File: config.mk
export PLATFORM = sky130hd
export DESIGN_NAME = clock_gen
export DESIGN_NICKNAME = d
export VERILOG_FILES = /design/src/rtl/clock_gen_pkg.sv /design/src/rtl/clock_gen.sv
export SDC_FILE = /design/constraint.sdc
export NUM_CORES = 1
export LEC_CHECK = 0
export BUFFER_PORTS_ARGS = -buffer_cell sky130_fd_sc_hd__buf_2
export CAP_MARGIN = 20
export CELL_PAD_IN_SITES_DETAIL_PLACEMENT = 1
export CELL_PAD_IN_SITES_GLOBAL_PLACEMENT = 1
export CORE_AREA = 2 2 78 80
export CTS_BUF_LIST = sky130_fd_sc_hd__clkbuf_8 sky130_fd_sc_hd__clkbuf_16
export CTS_CLUSTER_SIZE = 14
export DETAILED_ROUTE_END_ITERATION = 10
export DIE_AREA = 0 0 80 82
export GPL_TIMING_DRIVEN = 0
export PLACE_DENSITY = 0.66
export SLEW_MARGIN = 25
export SYNTH_ARGS = -nofsm -noshare
export SYNTH_HDL_FRONTEND = slang
export SYNTH_SLANG_ARGS = --single-unit
File: constraint.sdc
create_clock -name clk -period 3 [get_ports clk]
set_input_delay 0.75 -clock clk [delete_from_list [all_inputs] [get_ports clk]]
set_output_delay 0.75 -clock clk [all_outputs]
set_load 0.1 [all_outputs]
File: src/rtl/clock_gen_pkg.sv
// rtl/clock_gen_pkg.sv - shared state type and ratio helper for clock_gen
package clock_gen_pkg;

    typedef enum logic [1:0] {
        RUN,
        STOPPED,
        STEP
    } cg_state_e;

    // Last half-period count for a select value: 2^sel - 1.
    function automatic logic [31:0] term_count(input logic [31:0] sel);
        return (32'd1 << sel) - 32'd1;
    endfunction

endpackage

File: src/rtl/clock_gen.sv
// rtl/clock_gen.sv - programmable power-of-two clock divider with stop, park and single-step
module clock_gen
    import clock_gen_pkg::*;
#(
    parameter int SEL_W  = 3,
    parameter int PCNT_W = 16
) (
    input  logic              clk,
    input  logic              rst_n,
    input  logic [SEL_W-1:0]  clk_sel,
    input  logic              stop_clk,
    input  logic              step,
    output logic              clk_out,
    output logic              rise_stb,
    output logic              fall_stb,
    output logic              running,
    output logic [PCNT_W-1:0] period_cnt
);

    localparam int HC_W = (1 << SEL_W) - 1;

    logic [HC_W-1:0]  hc;
    logic [SEL_W-1:0] sel_q;
    cg_state_e        state;
    logic             at_tc;

    assign at_tc = ({{(32-HC_W){1'b0}}, hc} == term_count({{(32-SEL_W){1'b0}}, sel_q}));

    // sel_q only moves on a 1->0 toggle so a ratio change never truncates a high phase.
    always_ff @(posedge clk) begin
        if (!rst_n) begin
            clk_out    <= 1'b1;
            hc         <= '0;
            period_cnt <= '0;
            rise_stb   <= 1'b0;
            fall_stb   <= 1'b0;
            running    <= 1'b1;
            state      <= RUN;
            sel_q      <= clk_sel;
        end else begin
            rise_stb <= 1'b0;
            fall_stb <= 1'b0;
            unique case (state)
                RUN: begin
                    if (at_tc) begin
                        hc      <= '0;
                        clk_out <= ~clk_out;
                        if (clk_out) begin
                            fall_stb   <= 1'b1;
                            period_cnt <= period_cnt + 1'b1;
                            sel_q      <= clk_sel;
                            if (stop_clk) begin
                                state   <= STOPPED;
                                running <= 1'b0;
                            end
                        end else begin
                            rise_stb <= 1'b1;
                        end
                    end else begin
                        hc <= hc + 1'b1;
                    end
                end
                STOPPED: begin
                    if (!stop_clk || step) begin
                        state    <= stop_clk ? STEP : RUN;
                        clk_out  <= 1'b1;
                        rise_stb <= 1'b1;
                        hc       <= '0;
                        running  <= 1'b1;
                    end
                end
                STEP: begin
                    if (at_tc) begin
                        hc <= '0;
                        if (clk_out) begin
                            clk_out    <= 1'b0;
                            fall_stb   <= 1'b1;
                            period_cnt <= period_cnt + 1'b1;
                            sel_q      <= clk_sel;
                        end else begin
                            // End of the stepped period: stay parked low, no edge.
                            state   <= STOPPED;
                            running <= 1'b0;
                        end
                    end else begin
                        hc <= hc + 1'b1;
                    end
                end
                default: state <= RUN;
            endcase
        end
    end

endmodule

==> impl_results.md <==
- Worst Path Arrival: 2.63 ns
- Design area: 2270 um^2
- Hold Crit Class: flip-flop to flip-flop
- Setup Crit Path Kind: flip-flop to flip-flop
- Dominant cells by area after synthesis: dfxtp_1 30%, mux2i_1 5.6%, ha_1 5.1%, edfxtp_1 4.6%, nand3_1 3.1%
- Critical path's slowest cell: or4_1
- Port bufs: 25
- Initial antenna violation count: 0
- ANT cells: 0
- Seq cells post-synth: 32
- Status: complete, no violations
- Unrepaired setup endpoints after global routing: no
- Delay-heaviest family, CP: simple AND/OR/NAND/NOR gates
- Startpoint Class: flip-flop
- Sequential power share: 50.4%
- Die width: 80 um
- Worst Path Required: 3.23 ns
- Yosys Warn Count: 0
- Power Dens Cells: 397 nW/um^2
- Drt total wl: 4.90 mm
- Initial Util: 34.2%
- Placement Rows: 28
- Cell count after synthesis: 221
- # DRC: 0
- GRT Util Overall: 16.5%
- Max stage delay on crit path: 0.51 ns
- Sequential share of the synthesized area: 34.2%
- Combinational share of power: 12.7%
- Die Y: 82 um
- Die area: 6560 um^2
- Largest net degree at the start of global routing: 12
- H-tree Lvls: 2
- Final net count: 268
- CTS tree: done
- Sw Share: 28.6%
- Critical path endpoint category: flip-flop
- Cell Chain, Critical Path: inv_1 -> ha_1 -> and3b_1 -> or2_1 -> clkbuf_1 -> or4_1 -> a211oi_1 -> a31o_1
- CP max FO: 10
- CTS Buf Count: 5
- Final hold viol count: 0
- Tmin final: 2.40 ns
- Vias in the first global route: 1687
- Placed inst area: 2180 um^2
- Post-CTS Setup Bufs: 0
- Max Clk Rate: 417 MHz
- Complex-gate fraction of the synthesized area: 17.8%
- Grt ovf: 0
- Largest family of logic cells by synthesized area: simple AND/OR/NAND/NOR gates
- Top FF cell, synth: dfxtp_1
- Xor and xnor area share after synthesis: 1.78%
- Setup_tns: 0 ns
- FFs w/ async S/R, synth: 0%
- Clock Skews: 0.0112 ns
- Final HPWL DP: 3.59 mm
- Drt first-iter violations: 46
- Worst skew pair latency: 0.29 ns
- Clock Tree Root: clkbuf_8
- Largest area contributor in the netlist: dfxtp_1
- Most frequent cells in the layout: 29 x dfxtp_1, 26 x buf_2, 15 x nand2_1
- Internal power: 0.000644 W
- Final Wtd Congestion: 0.735
- Max VDD drop: 200 uV
- Count of different cell masters after synthesis: 53
- IO Count: 27
- Final hold slack: 0.499 ns
- Synthesized area: 1960 um^2
- Routed Antenna Nets: 0
- Simple-gate share of the synthesized area: 28.4%
- Clock sink total: 32
- Share of cells above drive strength 1: 18.9%
- Commonest non-fill, non-tap cell in the layout: dfxtp_1
- CP bufs+invs: 2
- Mux contribution to synthesized area: 5.61%
- CTS Buffer Depth: 2
- Area growth syn-to-layout: 15.7%
- Fin crit share: 80.0%
- Max-cap viol count: 0
- Psw: 0.000258 W
- EDFF count, synth: 3
- Synthesized area per cell: 8.88 um^2
- Post-synthesis adder-cell area fraction: 5.10%
- Wire length per cell: 14.9 um
- Vias per cell: 5.27
- Max_slew headroom: 59.1%
- Yosys top cell area share: 29.6%
- 1st-pass router iterations: 4
- Filler instances: 721
- Syn Nets: 236
- Hold_buf cts: 0
- Clk pwr share: 36.9%
- Core area: 5750 um^2
- CTS resizes: 0
- LEAKAGE: 0.989 nW
- Slew @ Worst Pin: 0.609 ns
- Count of final setup violators: 0
- Clock-pin slew on the worst setup and hold paths: 0.08 ns
- First-pass GRT wire length: 8.38 mm
- Via count: 1733
- Max-slew violation count: 0
-- synthesized netlist by cell type (2+ instances only) --
| cell type | count |
|---|---|
| a211oi_1 | 5 |
| a21o_1 | 5 |
| a21oi_1 | 11 |
| a31o_1 | 3 |
| a31o_2 | 2 |
| and2_1 | 5 |
| and3_1 | 6 |
| and4_1 | 5 |
| buf_6 | 5 |
| clkbuf_1 | 8 |
| dfxtp_1 | 29 |
| edfxtp_1 | 3 |
| ha_1 | 8 |
| inv_1 | 12 |
| mux2i_1 | 11 |
| nand2_1 | 15 |
| nand2b_1 | 8 |
| nand3_1 | 12 |
| nand3b_1 | 5 |
| nand4_1 | 6 |
| nand4b_1 | 5 |
| nor2_1 | 13 |
| o211a_1 | 2 |
| o21a_1 | 2 |
| o21ai_0 | 2 |
| or3_1 | 2 |
| or4_1 | 3 |
| xnor2_1 | 2 |
| xor2_1 | 2 |
-- registers in the layout, indices dropped and copies added (netlist names) --
name	cells
rise_stb	1
fall_stb	1
clk_out	1
hc	7
period_cnt	16
running	1
state	2
sel_q	3
-- metrics by stage --
stage	utilization, %	std cells	setup slack [ns]	total power, W
global placement	38.0	321	0.473	0.000577
detailed placement	38.0	321	0.474	0.000580
global route	39.5	329	0.434	0.000951
floorplan	-	221	0.629	0.000550
CTS	39.5	329	0.601	0.000920
finish	39.5	329	0.600	0.000902
-- cells by family after synthesis --
group / after synthesis
adders and majority gates: 8
DFF: 32
xor gates and xnor gates: 4
AOI/OAI and AO/OA: 44
muxes: 11
buffers and inverters: 27
and+or+nand+nor: 95
-- routing by layer --
layer	wire, um	track usage [%]	vias to the layer above
met5	0	0	-
met4	26	4.07	0
met3	138	3.96	2
met2	2310	27.3	24
met1	2420	21.7	835
li1	-	-	872
-- worst register-to-register path, stage by stage (launching register included) --
cell and delay, ns:
dfxtp_1 0.42, inv_1 0.09, ha_1 0.25, and3b_1 0.25, or2_1 0.21, clkbuf_1 0.22, or4_1 0.51, a211oi_1 0.27
a31o_1 0.13
-- final cells by class --
class	instances	area (um^2)	area share [%]
plain buffers	14	91.3	4.02
clock buffers	5	68.8	3.03
clock inverters	3	20.0	0.882
inverters	13	48.8	2.15
multi-input cells	162	1150	50.7
flip-flops and latches	32	671	29.5
well taps	75	93.8	4.13
repair buffers	25	125	5.51
-- power groups by stage --
stage / Clock, W / Sequential, W / Combinational (W)
after floorplan: 0 / 0.000479 / 0.0000710
after global placement: 0 / 0.000464 / 0.000113
after detailed placement: 0 / 0.000465 / 0.000115
after CTS: 0.000350 / 0.000455 / 0.000116
after global routing: 0.000368 / 0.000456 / 0.000127
final: 0.000333 / 0.000455 / 0.000115
-- worst paths after layout --
kind                  startpoint              to  slack (ns)  cells after the start
setup / recovery        state[1]           hc[6]        0.60                      8
hold / removal    period_cnt[12]  period_cnt[12]        0.50                      2
setup reg to reg        state[1]           hc[6]        0.60                      8
hold reg to reg   period_cnt[12]  period_cnt[12]        0.50                      2
No activity file was read; power rests on OpenSTA's default activity.
